## config.mk

```make
export PLATFORM = sky130hd
export DESIGN_NAME = alu_sequencer
export DESIGN_NICKNAME = d
export VERILOG_FILES = /design/src/rtl/alu_sequencer.sv
export SDC_FILE = /design/constraint.sdc
export NUM_CORES = 1
export LEC_CHECK = 0
export ABC_CLOCK_PERIOD_IN_PS = 3880
export BUFFER_PORTS_ARGS = -buffer_cell sky130_fd_sc_hd__buf_2
export CAP_MARGIN = 5
export CORE_ASPECT_RATIO = 1.4
export CORE_MARGIN = 2
export CORE_UTILIZATION = 55
export CTS_CLUSTER_DIAMETER = 60
export DETAILED_ROUTE_END_ITERATION = 7
export GPL_TIMING_DRIVEN = 0
export PLACE_DENSITY = 0.76
export SKIP_CTS_REPAIR_TIMING = 1
export SLEW_MARGIN = 0
export SYNTH_ARGS = -nofsm -noshare
export SYNTH_HDL_FRONTEND = slang
export SYNTH_SLANG_ARGS = --single-unit
```

## constraint.sdc

```tcl
create_clock -name CLK -period 3.88 [get_ports CLK]
set_input_delay 0.582 -clock CLK [delete_from_list [all_inputs] [get_ports CLK]]
set_output_delay 0.582 -clock CLK [all_outputs]
set_load 0.02 [all_outputs]
```

## src/rtl/alu_sequencer.sv

```systemverilog
// alu_sequencer: issue/writeback controller for the 8-bit execute ALU.
// Accepts one 16-bit instruction, reads both operands from an internal
// 8x8 register file and drives them to the ALU. One clock later it takes
// the ALU's registered result and commits it to the register file or to
// the CARRY/FLAG state. Each instruction runs IDLE -> ISSUE -> WB.
// Optional feature: define ALU_SEQ_TRAP_EN to add the ERR port. Illegal
// encodings are then sequenced with their writeback suppressed.
module alu_sequencer #(
   parameter logic [7:0] RF_RESET_VAL = 8'h00
) (
   input  logic        CLK,
   input  logic        RST_N,
   input  logic [15:0] INST,
   input  logic        INST_VALID,
   output logic        INST_READY,
   output logic        DONE,
`ifdef ALU_SEQ_TRAP_EN
   output logic        ERR,
`endif
   output logic [7:0]  ALU_A,
   output logic [7:0]  ALU_B,
   output logic [3:0]  ALU_CAL,
   output logic [1:0]  ALU_MODE,
   output logic        ALU_C_IN,
   output logic        ALU_F_IN,
   input  logic [7:0]  ALU_OUT,
   input  logic        ALU_C_OUT,
   input  logic        ALU_F_OUT,
   input  logic [2:0]  DBG_ADDR,
   output logic [7:0]  DBG_DATA,
   output logic        CARRY,
   output logic        FLAG
);

   localparam int DATA_W = 8;

   typedef enum logic [1:0] {IDLE, ISSUE, WB} state_t;

   state_t            state;
   logic [DATA_W-1:0] rf [0:7];
   logic [2:0]        rd_q;
   logic              wb_en;

`ifdef ALU_SEQ_TRAP_EN
   logic              illegal_q;

   // Encodings the ALU does not implement, plus a set reserved bit.
   function automatic logic is_illegal(input logic [15:0] inst);
      return ((inst[15:14] == 2'b00) && (inst[13:10] >= 4'hC)) ||
             ((inst[15:14] == 2'b01) && (inst[13:10] >= 4'h6)) ||
             inst[0];
   endfunction

   assign wb_en = !illegal_q;
`else
   // The reserved bit is ignored when trapping is not built in.
   logic unused_inst0;
   assign unused_inst0 = INST[0];
   assign wb_en        = 1'b1;
`endif

   // Debug port is a plain combinational read of the register file.
   assign DBG_DATA = rf[DBG_ADDR];

   // Sequencer: issue on accept, hold while the ALU samples, commit in WB.
   always_ff @(posedge CLK or negedge RST_N) begin
      if (!RST_N) begin
         state      <= IDLE;
         INST_READY <= 1'b1;
         DONE       <= 1'b0;
         ALU_A      <= '0;
         ALU_B      <= '0;
         ALU_CAL    <= '0;
         ALU_MODE   <= 2'b10;
         ALU_C_IN   <= 1'b0;
         ALU_F_IN   <= 1'b0;
         CARRY      <= 1'b0;
         FLAG       <= 1'b0;
         rd_q       <= '0;
         for (int i = 0; i < 8; i++) rf[i] <= RF_RESET_VAL;
`ifdef ALU_SEQ_TRAP_EN
         ERR        <= 1'b0;
         illegal_q  <= 1'b0;
`endif
      end else begin
         DONE <= 1'b0;
         case (state)
            IDLE: begin
               if (INST_VALID) begin
                  // Operands are captured here, so a later write to RA/RB
                  // by this same instruction cannot disturb them.
                  ALU_MODE   <= INST[15:14];
                  ALU_CAL    <= INST[13:10];
                  rd_q       <= INST[9:7];
                  ALU_A      <= rf[INST[6:4]];
                  ALU_B      <= rf[INST[3:1]];
                  ALU_C_IN   <= CARRY;
                  ALU_F_IN   <= FLAG;
`ifdef ALU_SEQ_TRAP_EN
                  illegal_q  <= is_illegal(INST);
`endif
                  INST_READY <= 1'b0;
                  state      <= ISSUE;
               end
            end
            ISSUE: begin
               state <= WB;
            end
            WB: begin
               if (wb_en) begin
                  case (ALU_MODE)
                     2'b00: begin
                        rf[rd_q] <= ALU_OUT;
                        CARRY    <= ALU_C_OUT;
                        FLAG     <= 1'b0;
                     end
                     2'b01: begin
                        FLAG <= ALU_F_OUT;
                     end
                     default: begin
                        rf[rd_q] <= ALU_OUT;
                     end
                  endcase
               end
`ifdef ALU_SEQ_TRAP_EN
               if (illegal_q) ERR <= 1'b1;
`endif
               DONE       <= 1'b1;
               INST_READY <= 1'b1;
               state      <= IDLE;
            end
            default: begin
               INST_READY <= 1'b1;
               state      <= IDLE;
            end
         endcase
      end
   end

endmodule

```

==> results.json, run 1 <==
{
  "placeableCoreArea_um2": 9410,
  "leakagePower_nw": 2.79,
  "floorplan.initialDensity": 0.564,
  "drc_errors": 0,
  "worstPathArrival_ns": 2.58,
  "grt_first_pass_wirelength_um": 20900,
  "hold_path_class": "in -> async",
  "cts_tree": "yes",
  "area_growth_pct": 14.5,
  "top_level_ports": 68,
  "floorplan.rows": 42,
  "path_clk_slew_ns": 0.07,
  "largest_net_degree_at_the_start_of_global_routing": 58,
  "synth_area_um2": 5300,
  "portBuffers": 61,
  "max-clock-path-buffers": 2,
  "insertedDiodeCount": 0,
  "crit_path_max_incr_delay_ns": 0.68,
  "layout-drive-gt1-share": 0.498,
  "tritoncts.num_buffers": 9,
  "synth-compound-area-share": 0.0703,
  "slew_headroom": 0.377,
  "die_width_um": 87.0,
  "fp.dieArea_um2": 10500,
  "max_clock_freq_mhz": 316,
  "timing.critical_path.fanout_max": 10,
  "share_seq_of_total_power": 0.423,
  "max-cap-violations": 0,
  "grt_pass1_vias": 3828,
  "synthCells": 386,
  "comb_power_share": 0.373,
  "synthSimpleGateAreaFrac": 0.0547,
  "setup_viol": 0,
  "vdd_drop_max_uv": 428,
  "worstSetupStartpointType": "primary input",
  "synth_largest_type_area_fraction": 0.448,
  "synth_fp_nets": 418,
  "synthesis.area_per_instance_um2": 13.7,
  "critPathKind": "in -> out",
  "main_area_contributors_after_synthesis": "sky130_fd_sc_hd__dfrtp_1 (45%), sky130_fd_sc_hd__mux2_2 (21%), sky130_fd_sc_hd__mux4_2 (6.8%)",
  "routed-via-count": 3702,
  "cp_slowest_cell": "sky130_fd_sc_hd__clkbuf_1",
  "cts_max_level": 3,
  "path_cells": "buf_1, clkbuf_1, mux4_2, mux2_2, buf_2",
  "report.final.hold_viol_count": 0,
  "cts_sinks": 97,
  "hpwl_um": 9040,
  "power_density_nw_per_um2": 725,
  "power.clock.fraction": 0.204,
  "cts_root_buf": "sky130_fd_sc_hd__clkbuf_16",
  "detailedRoute.firstPassIterationCount": 4,
  "tns_ns": 0,
  "finish.net_count": 491,
  "setup.worst_path.end_class": "output port",
  "post-synth-top-area-cell": "sky130_fd_sc_hd__dfrtp_1",
  "report.power.total_w": 0.00440,
  "cellInternalPower_w": 0.00289,
  "postRouteWirelength_um": 13600,
  "yosys.area_share.xor_xnor": 0,
  "period_needed_ns": 3.17,
  "post_synth_fa_ha_maj_area_fraction": 0,
  "status": "complete, no violations",
  "avgRoutedWirePerCell_um": 23.7,
  "worstPathRequired_ns": 3.30,
  "finalWeightedCongestion": 0.847,
  "synth_top_family_by_area": "multiplexers",
  "viasPerCell": 6.45,
  "synth_mux_area_frac": 0.386,
  "worst_skew_pair.late_latency_ns": 0.35,
  "final_antenna_net_count": 0,
  "synth.yosys.warnings": 0,
  "synthDistinctLibCells": 28,
  "grt_usage": 0.275,
  "rsz0062_at_grt": "no",
  "synth-seq-area-share": 0.458,
  "switching_share": 0.344,
  "fin_worst_skew_ns": 0.00948,
  "gr_ovfl_total": 0,
  "worstMarginPinSlew_ns": 0.932,
  "final.period_utilization": 0.816,
  "antenna_found_initial": 0,
  "drtIter0Drc": 288,
  "p_sw_w": 0.00152,
  "finalMaxSlewViolations": 0,
  "postSynthRegisterBits": 97,
  "floorplan.die.height_um": 120
}
-- state kept, by name, summed over array words and instances, names as in the netlist, 2 cells and up --
signal / flops
ALU_B: 8
ALU_MODE: 2
ALU_CAL: 4
rf: 64
state: 2
rd_q: 3
ALU_A: 8
-- logic make-up after synthesis --
family	count (synthesis)
flip-flops	97
AO/OA/AOI/OAI	50
multiplexers	164
buffers and inverters	31
AND/OR/NAND/NOR	44
-- Yosys cell counts (all sizes together) --
library cell / number
a22o: 16
buf: 21
clkbuf: 7
dfrtp: 95
dfstp: 2
inv: 3
mux2: 116
mux2i: 32
mux4: 16
nand2: 20
nand2b: 5
nand4b: 1
nor2: 5
nor2b: 4
nor3: 1
nor4: 3
nor4b: 1
o21ai: 1
o22ai: 16
o31ai: 17
or3b: 1
or4: 3
-- metrics by stage --
step	hold slack [ns]	cells	worst slack (ns)	util	instance area, um2
after global placement	0.459	557	0.764	0.611	5750
after global routing	0.251	574	0.684	0.646	6070
after CTS	0.231	574	0.749	0.646	6070
final	0.220	574	0.715	0.646	6070
after floorplan	0.286	386	1.35	-	5300
after detailed placement	0.464	558	0.772	0.614	5780
-- layout by cell type, fill, tap and decap left out, drive strengths merged, types with 4 or more instances in the layout --
| cell | n |
|---|---|
| mux2i | 32 |
| mux4 | 16 |
| nand2 | 20 |
| clkbuf | 18 |
| nor2b | 4 |
| nand2b | 5 |
| buf | 83 |
| o31ai | 17 |
| a22o | 16 |
| dfrtp | 95 |
| nor2 | 5 |
| o22ai | 16 |
| mux2 | 116 |
-- critical path: cells and delay by family --
kind	cells	cell delay, ns
buffers and inverters	3	1.29
muxes	2	0.70
-- layer usage --
metal / vias up / wire, um / GRT usage
met4: 0 / 696 / 0.153
met1: 1844 / 5380 / 0.352
li1: 1614 / - / -
met2: 187 / 6580 / 0.431
met5: - / 0 / 0
met3: 57 / 964 / 0.0594
-- layout make-up --
cell class                 count  area (um2)
buffer                        28         151
clock buffer                  11         243
clock inverter                 5        55.1
fill                         727        3330
inverter                       3        11.3
multi-input combinational    258        2710
sequential                    97        2430
tap                          110         138
timing repair buffer          62         335
-- power by group through the flow --
stage / registers, W / clock network, W / logic, W
2_1_floorplan: 0.00189 / 0 / 0.00113
3_3_place_gp: 0.00182 / 0 / 0.00158
3_5_place_dp: 0.00186 / 0 / 0.00164
4_1_cts: 0.00185 / 0.000906 / 0.00165
5_1_grt: 0.00192 / 0.000946 / 0.00176
6_report: 0.00186 / 0.000898 / 0.00164
-- final timing paths --
path | start | to | slack (ns) | depth (start not counted)
max reg2reg | state[0] | rf[26] | 1.80 | 4
max in group asynchronous | RST_N | INST_READY | 2.94 | 2
max | DBG_ADDR[1] | DBG_DATA[3] | 0.71 | 5
min in group CLK | INST[8] | rd_q[1] | 0.47 | 2
min | RST_N | ALU_A[5] | 0.22 | 1
min reg2reg | ALU_A[5] | ALU_A[5] | 0.47 | 2
Power figures use the tool's default switching activity.
==> inputs of run 2 (changes only) <==
--- a/config.mk
+++ b/config.mk
@@ -5,16 +5,17 @@
 export SDC_FILE = /design/constraint.sdc
 export NUM_CORES = 1
 export LEC_CHECK = 0
-export ABC_CLOCK_PERIOD_IN_PS = 3880
+export ABC_AREA = 1
+export ABC_CLOCK_PERIOD_IN_PS = 2600
 export BUFFER_PORTS_ARGS = -buffer_cell sky130_fd_sc_hd__buf_2
 export CAP_MARGIN = 5
 export CORE_ASPECT_RATIO = 1.4
 export CORE_MARGIN = 2
-export CORE_UTILIZATION = 55
+export CORE_UTILIZATION = 53
 export CTS_CLUSTER_DIAMETER = 60
 export DETAILED_ROUTE_END_ITERATION = 7
 export GPL_TIMING_DRIVEN = 0
-export PLACE_DENSITY = 0.76
+export PLACE_DENSITY = 0.77
 export SKIP_CTS_REPAIR_TIMING = 1
 export SLEW_MARGIN = 0
 export SYNTH_ARGS = -nofsm -noshare
==> constraint.sdc (replaced) <==
create_clock -name CLK -period 2.6 [get_ports CLK]
set_input_delay 0.39 -clock CLK [delete_from_list [all_inputs] [get_ports CLK]]
set_output_delay 0.39 -clock CLK [all_outputs]
set_load 0.02 [all_outputs]
==> results.json, run 2 <==
{
  "status": "complete, no violations",
  "top_level_ports": 68,
  "layout_commonest_cell": "sky130_fd_sc_hd__nand2_1",
  "synthesis.area_per_instance_um2": 6.85,
  "synthArstFlopShare": 1.00,
  "cpMostUsedCell": "sky130_fd_sc_hd__nand2_1",
  "floorplan.initialDensity": 0.548,
  "antenna_found_initial": 0,
  "routed-via-count": 5558,
  "die_width_um": 89.8,
  "report.final.hold_viol_count": 0,
  "fp.dieArea_um2": 11100,
  "avgRoutedWirePerCell_um": 17.4,
  "drc_errors": 0,
  "final_cell_count_no_fill": 1008,
  "worstSetupStartpointType": "primary input",
  "crit_path_max_incr_delay_ns": 0.39,
  "synth_fp_nets": 829,
  "path_cells": "buf_2, inv_1, clkbuf_1, a21oi_1, o21ai_0, nand2_1, nand2_1, nand2_1, buf_2",
  "postRouteWirelength_um": 17500,
  "placeableCoreArea_um2": 9950,
  "main_area_contributors_after_synthesis": "sky130_fd_sc_hd__dfrtp_1 (44%), sky130_fd_sc_hd__nand2_1 (21%), sky130_fd_sc_hd__nand3_1 (10%)",
  "synth.cells.most_frequent": "sky130_fd_sc_hd__nand2_1 (304), sky130_fd_sc_hd__nand3_1 (112), sky130_fd_sc_hd__o21ai_0 (101)",
  "fin_worst_skew_ns": 0.0144,
  "grt_usage": 0.328,
  "cp_num_buf_inv": 4,
  "drtIter0Drc": 557,
  "rsz0062_at_grt": "no",
  "finalMaxSlewViolations": 0,
  "critPathKind": "in -> out",
  "yosysMostFrequentCell": "sky130_fd_sc_hd__nand2_1",
  "portBuffers": 58,
  "max-cap-violations": 0,
  "grt_pass1_vias": 5414,
  "gr_ovfl_total": 0,
  "synth_area_um2": 5460,
  "period_needed_ns": 2.13,
  "path_clk_slew_ns": 0.06,
  "worstPathArrival_ns": 1.74,
  "top_register": "rf",
  "floorplan.die.height_um": 124,
  "layout-drive-gt1-share": 0.112,
  "synth-seq-area-share": 0.445,
  "largest_net_degree_at_the_start_of_global_routing": 70,
  "postSynthRegisterBits": 97,
  "slew_headroom": 0.586,
  "detailedRoute.firstPassIterationCount": 5,
  "synth-edff-count": 0,
  "post-synth-top-area-cell": "sky130_fd_sc_hd__dfrtp_1",
  "vdd_drop_max_uv": 609,
  "insertedDiodeCount": 0,
  "place_inst": 991,
  "power_density_nw_per_um2": 1040,
  "timing.critical_path.max_delay_family": "buffers and inverters",
  "max_clock_freq_mhz": 470,
  "synth.yosys.warnings": 0,
  "largest_reg_flops": 64,
  "cts_tree": "yes",
  "floorplan.rows": 43,
  "area_growth_pct": 14.9,
  "cts_sinks": 97,
  "top_library_cells_by_usage_in_the_layout_fill_and_taps_aside": "sky130_fd_sc_hd__nand2_1 (304), sky130_fd_sc_hd__nand3_1 (112), sky130_fd_sc_hd__o21ai_0 (101), sky130_fd_sc_hd__dfrtp_1 (95), sky130_fd_sc_hd__inv_1 (88)",
  "reg_top3": "rf: 64 flops, ALU_A: 8 flops, ALU_B: 8 flops",
  "top_reg_cell_synth": "sky130_fd_sc_hd__dfrtp_1",
  "worst_skew_pair.late_latency_ns": 0.35,
  "final.period_utilization": 0.819,
  "timing.critical_path.fanout_max": 10,
  "synthCells": 797,
  "worstPathRequired_ns": 2.21,
  "cts_root_buf": "sky130_fd_sc_hd__clkbuf_16",
  "leakagePower_nw": 3.46,
  "max-clock-path-buffers": 2,
  "fillers": 950,
  "synth_largest_type_area_fraction": 0.436,
  "hpwl_um": 13300,
  "final_antenna_net_count": 0,
  "setup.worst_path.end_class": "output port",
  "cts_max_level": 3,
  "worstMarginPinSlew_ns": 0.621,
  "tns_ns": 0,
  "finish.net_count": 900,
  "grt_first_pass_wirelength_um": 28000,
  "tritoncts.num_buffers": 9,
  "final_core_util": 0.630,
  "setup_viol": 0,
  "cp_slowest_cell": "sky130_fd_sc_hd__clkbuf_1",
  "viasPerCell": 5.51,
  "hold_path_class": "in -> reg",
  "finalWeightedCongestion": 1.02,
  "synthDistinctLibCells": 15
}
[run 2: cell count changes after synthesis, sizes merged, moves of 34 or more]
| cell | before | now |
|---|---|---|
| nand3 | 0 | 112 |
| mux2 | 116 | 0 |
| nand2 | 20 | 304 |
| inv | 3 | 88 |
| a21oi | 0 | 34 |
| o21ai | 1 | 101 |
[run 2: worst min-delay path, cell delays in order]
cell and delay, ns:
sky130_fd_sc_hd__buf_2 0.07, sky130_fd_sc_hd__nand2_1 0.04, sky130_fd_sc_hd__nand2_1 0.05
[run 2: metrics by stage]
| step | setup WS [ns] | area, um2 | power [W] | hold WS (ns) |
|---|---|---|---|---|
| floorplan | 0.970 | 5460 | 0.00420 | 0.0944 |
| global placement | 0.232 | 5920 | 0.00494 | 0.459 |
| detailed placement | 0.520 | 5950 | 0.00503 | 0.336 |
| CTS | 0.492 | 6260 | 0.00643 | -0.0340 |
| global route | 0.383 | 6270 | 0.00695 | 0.262 |
| finish | 0.471 | 6270 | 0.00649 | 0.240 |
[run 2: cell type report]
type | count | area, um2 | area share
clock inverters | 6 | 72.6 | 0.0116
plain buffers | 45 | 244 | 0.0389
multi-input cells | 567 | 2450 | 0.391
repair buffers | 60 | 330 | 0.0527
inverters | 88 | 330 | 0.0527
clock buffers | 10 | 239 | 0.0381
well taps | 135 | 169 | 0.0269
flip-flops and latches | 97 | 2430 | 0.388
[run 2: power by group]
group	leakage (nW)	switching, W	total, W	internal [W]
combinational	2.19	0.00167	0.00247	0.000803
sequential	1.11	0.000451	0.00262	0.00217
clock	0.150	0.000616	0.00140	0.000783
[run 2: path summary, 6_finish.rpt]
check                                 start     endpoint  slack, ns  depth (start not counted)
worst max-delay path            DBG_ADDR[0]  DBG_DATA[2]       0.47                          9
worst min-delay path               INST[12]   ALU_CAL[2]       0.24                          3
worst max register to register  ALU_MODE[1]       rf[55]       0.92                          6
worst min register to register     ALU_A[4]     ALU_A[4]       0.48                          2
max in group asynchronous             RST_N       rf[16]       1.42                          3
min in group asynchronous             RST_N        CARRY       0.49                          2
[run 2: per-layer routing]
| layer | routed length [um] | vias to the layer above | global-route usage |
|---|---|---|---|
| met5 | 0 | - | 0 |
| met4 | 736 | 0 | 0.173 |
| met3 | 1340 | 45 | 0.0478 |
| met2 | 8370 | 310 | 0.577 |
| met1 | 7070 | 2529 | 0.394 |
| li1 | - | 2674 | - |
[run 2: logic make-up after synthesis]
group,Yosys count,synth area share
buf+inv,133,0.105
simple gates,432,0.324
flops,97,0.445
compound gates,135,0.126
==> inputs of run 3 (changes only) <==
--- a/config.mk
+++ b/config.mk
@@ -5,8 +5,8 @@
 export SDC_FILE = /design/constraint.sdc
 export NUM_CORES = 1
 export LEC_CHECK = 0
-export ABC_AREA = 1
-export ABC_CLOCK_PERIOD_IN_PS = 2600
+export ABC_AREA = 0
+export ABC_CLOCK_PERIOD_IN_PS = 1900
 export BUFFER_PORTS_ARGS = -buffer_cell sky130_fd_sc_hd__buf_2
 export CAP_MARGIN = 5
 export CORE_ASPECT_RATIO = 1.4
==> constraint.sdc (replaced) <==
create_clock -name CLK -period 1.9 [get_ports CLK]
set_input_delay 0.285 -clock CLK [delete_from_list [all_inputs] [get_ports CLK]]
set_output_delay 0.285 -clock CLK [all_outputs]
set_load 0.02 [all_outputs]
==> results.json, run 3 (same netlist as run 1, synthesis figures left out) <==
{
  "critPathKind": "reg -> out",
  "crit_path_max_incr_delay_ns": 0.48,
  "top_register": "rf",
  "viasPerCell": 6.19,
  "floorplan.rows": 43,
  "layout.cell_area.non_filler_um2": 6590,
  "setup_ws_ns": -0.0597,
  "cp_slowest_cell": "sky130_fd_sc_hd__mux4_2",
  "vdd_drop_max_uv": 712,
  "reg2reg_from": "state[0]",
  "routed-via-count": 3980,
  "period_needed_ns": 1.96,
  "setup_viol": 8,
  "final.period_utilization": 1.03,
  "violations": "negative setup slack",
  "fp.dieArea_um2": 10800,
  "finalWeightedCongestion": 0.891,
  "largest_net_degree_at_the_start_of_global_routing": 68,
  "path_clk_slew_ns": 0.07,
  "worst_skew_pair.late_latency_ns": 0.35,
  "max-cap-violations": 0,
  "report.final.hold_viol_count": 0,
  "worst-r2r-cell-count": 5,
  "insertedDiodeCount": 0,
  "placeableCoreArea_um2": 9850,
  "hpwl_um": 9120,
  "reg_top3": "rf: 64 flops, ALU_A: 8 flops, ALU_B: 8 flops",
  "hold_path_class": "in -> reg",
  "hold-path-cell-count": 2,
  "worstReg2RegEnd": "rf[19]",
  "grt_pass1_vias": 3819,
  "fillers": 711,
  "finalHoldWorstSlack_ns": 0.164,
  "power_density_nw_per_um2": 1470,
  "cts_root_buf": "sky130_fd_sc_hd__clkbuf_16",
  "final_antenna_net_count": 0,
  "grt_usage": 0.273,
  "antenna_found_initial": 0,
  "slew_headroom": 0.396,
  "postRouteWirelength_um": 14500,
  "area_growth_pct": 24.2,
  "leakagePower_nw": 3.08,
  "max-clock-path-buffers": 2,
  "setup.reg_to_reg.worst_slack_ns": 0.02,
  "finalMaxSlewViolations": 0,
  "grt_first_pass_wirelength_um": 21300,
  "top_level_ports": 68,
  "drc_errors": 0,
  "top_library_cells_by_usage_in_the_layout_fill_and_taps_aside": "sky130_fd_sc_hd__dfrtp_1 (95), sky130_fd_sc_hd__mux2_2 (92), sky130_fd_sc_hd__buf_2 (61), sky130_fd_sc_hd__buf_4 (44), sky130_fd_sc_hd__mux2i_1 (32)",
  "cp_num_buf_inv": 1,
  "portBuffers": 61,
  "max_clock_freq_mhz": 510,
  "worstPathRequired_ns": 1.62,
  "timing.critical_path.max_delay_family": "multiplexers",
  "pre_cts_ws_ns": -0.634,
  "post_dp_cell_area_um2": 5810,
  "detailedRoute.firstPassIterationCount": 5,
  "cts_max_level": 3,
  "rsz0062_at_grt": "yes",
  "layout-drive-gt1-share": 0.553,
  "avgRoutedWirePerCell_um": 22.6,
  "worstSetupStartpointType": "flop",
  "tritoncts.num_buffers": 9,
  "worstPathArrival_ns": 1.67,
  "status": "complete, but fails checks",
  "setup.worst_path.end_class": "output port",
  "layout_commonest_cell": "sky130_fd_sc_hd__dfrtp_1",
  "cts_sinks": 97,
  "finish.net_count": 536,
  "floorplan.die.height_um": 122,
  "fin_worst_skew_ns": 0.00888,
  "gr_ovfl_total": 0,
  "path_cells": "mux4_2, mux2_2, buf_4",
  "timing.critical_path.fanout_max": 4,
  "drtIter0Drc": 302,
  "largest_reg_flops": 64,
  "hold-path-endpoint": "ALU_CAL[3]",
  "die_width_um": 88.5,
  "cts_tree": "yes",
  "worstMarginPinSlew_ns": 0.902,
  "floorplan.initialDensity": 0.539,
  "worstHoldStart": "INST[13]"
}
## run 3: cell types whose count changed in the layout (fill, tap and decap cells not counted), moves of 22 or more
| cell | before | now |
|---|---|---|
| sky130_fd_sc_hd__nand2_1 | 304 | 20 |
| sky130_fd_sc_hd__mux2_2 | 0 | 92 |
| sky130_fd_sc_hd__buf_4 | 1 | 44 |
| sky130_fd_sc_hd__o21ai_0 | 101 | 1 |
| sky130_fd_sc_hd__inv_1 | 88 | 3 |
| sky130_fd_sc_hd__nand3_1 | 112 | 0 |
| sky130_fd_sc_hd__a21oi_1 | 33 | 0 |
| sky130_fd_sc_hd__mux2_4 | 0 | 22 |
| sky130_fd_sc_hd__mux2i_1 | 0 | 32 |
## run 3: report_power, final
part           switching (W)  internal, W  leakage, nW
Clock               0.000796     0.000911        0.126
Sequential          0.000767      0.00298         1.18
Combinational        0.00173      0.00248         1.77
## run 3: metrics by stage
stage                     cells  setup TNS, ns  total power [W]  utilization
after floorplan             386              0          0.00616            -
after global placement      582         -44.53          0.00696        0.587
after detailed placement    583          -9.10          0.00715        0.590
after CTS                   598          -9.94          0.00886        0.618
after global routing        643         -0.688           0.0101        0.669
final                       643         -0.313          0.00967        0.669
## run 3: worst max-delay path by stage
stage	endpoint	cells after the start	slack [ns]	startpoint
2_1_floorplan	rf[5]	5	0.04	ALU_MODE[1]
6_report	DBG_DATA[2]	3	-0.06	rf[26]
3_5_place_dp	DBG_DATA[1]	5	-0.63	DBG_ADDR[1]
3_3_place_gp	DBG_DATA[1]	5	-0.64	DBG_ADDR[1]
5_1_grt	DBG_DATA[2]	3	-0.11	rf[26]
4_1_cts	DBG_DATA[1]	5	-0.65	DBG_ADDR[1]
## run 3: metal layers
layer  wire length, um  GRT usage  vias up
li1                  -          -     1703
met1              5480      0.354     2027
met2              7450      0.438      205
met3              1010     0.0477       45
met4               574      0.139        0
met5                 0          0        -
## run 3: layout make-up
| cell class | instances | area, um2 | share of cell area |
|---|---|---|---|
| Buffer | 28 | 196 | 0.0298 |
| Clock buffer | 10 | 239 | 0.0363 |
| Clock inverter | 5 | 32.5 | 0.00494 |
| Inverter | 3 | 11.3 | 0.00171 |
| Multi-Input combinational cell | 258 | 2740 | 0.415 |
| Sequential cell | 97 | 2430 | 0.369 |
| Tap cell | 135 | 169 | 0.0256 |
| Timing Repair Buffer | 107 | 772 | 0.117 |
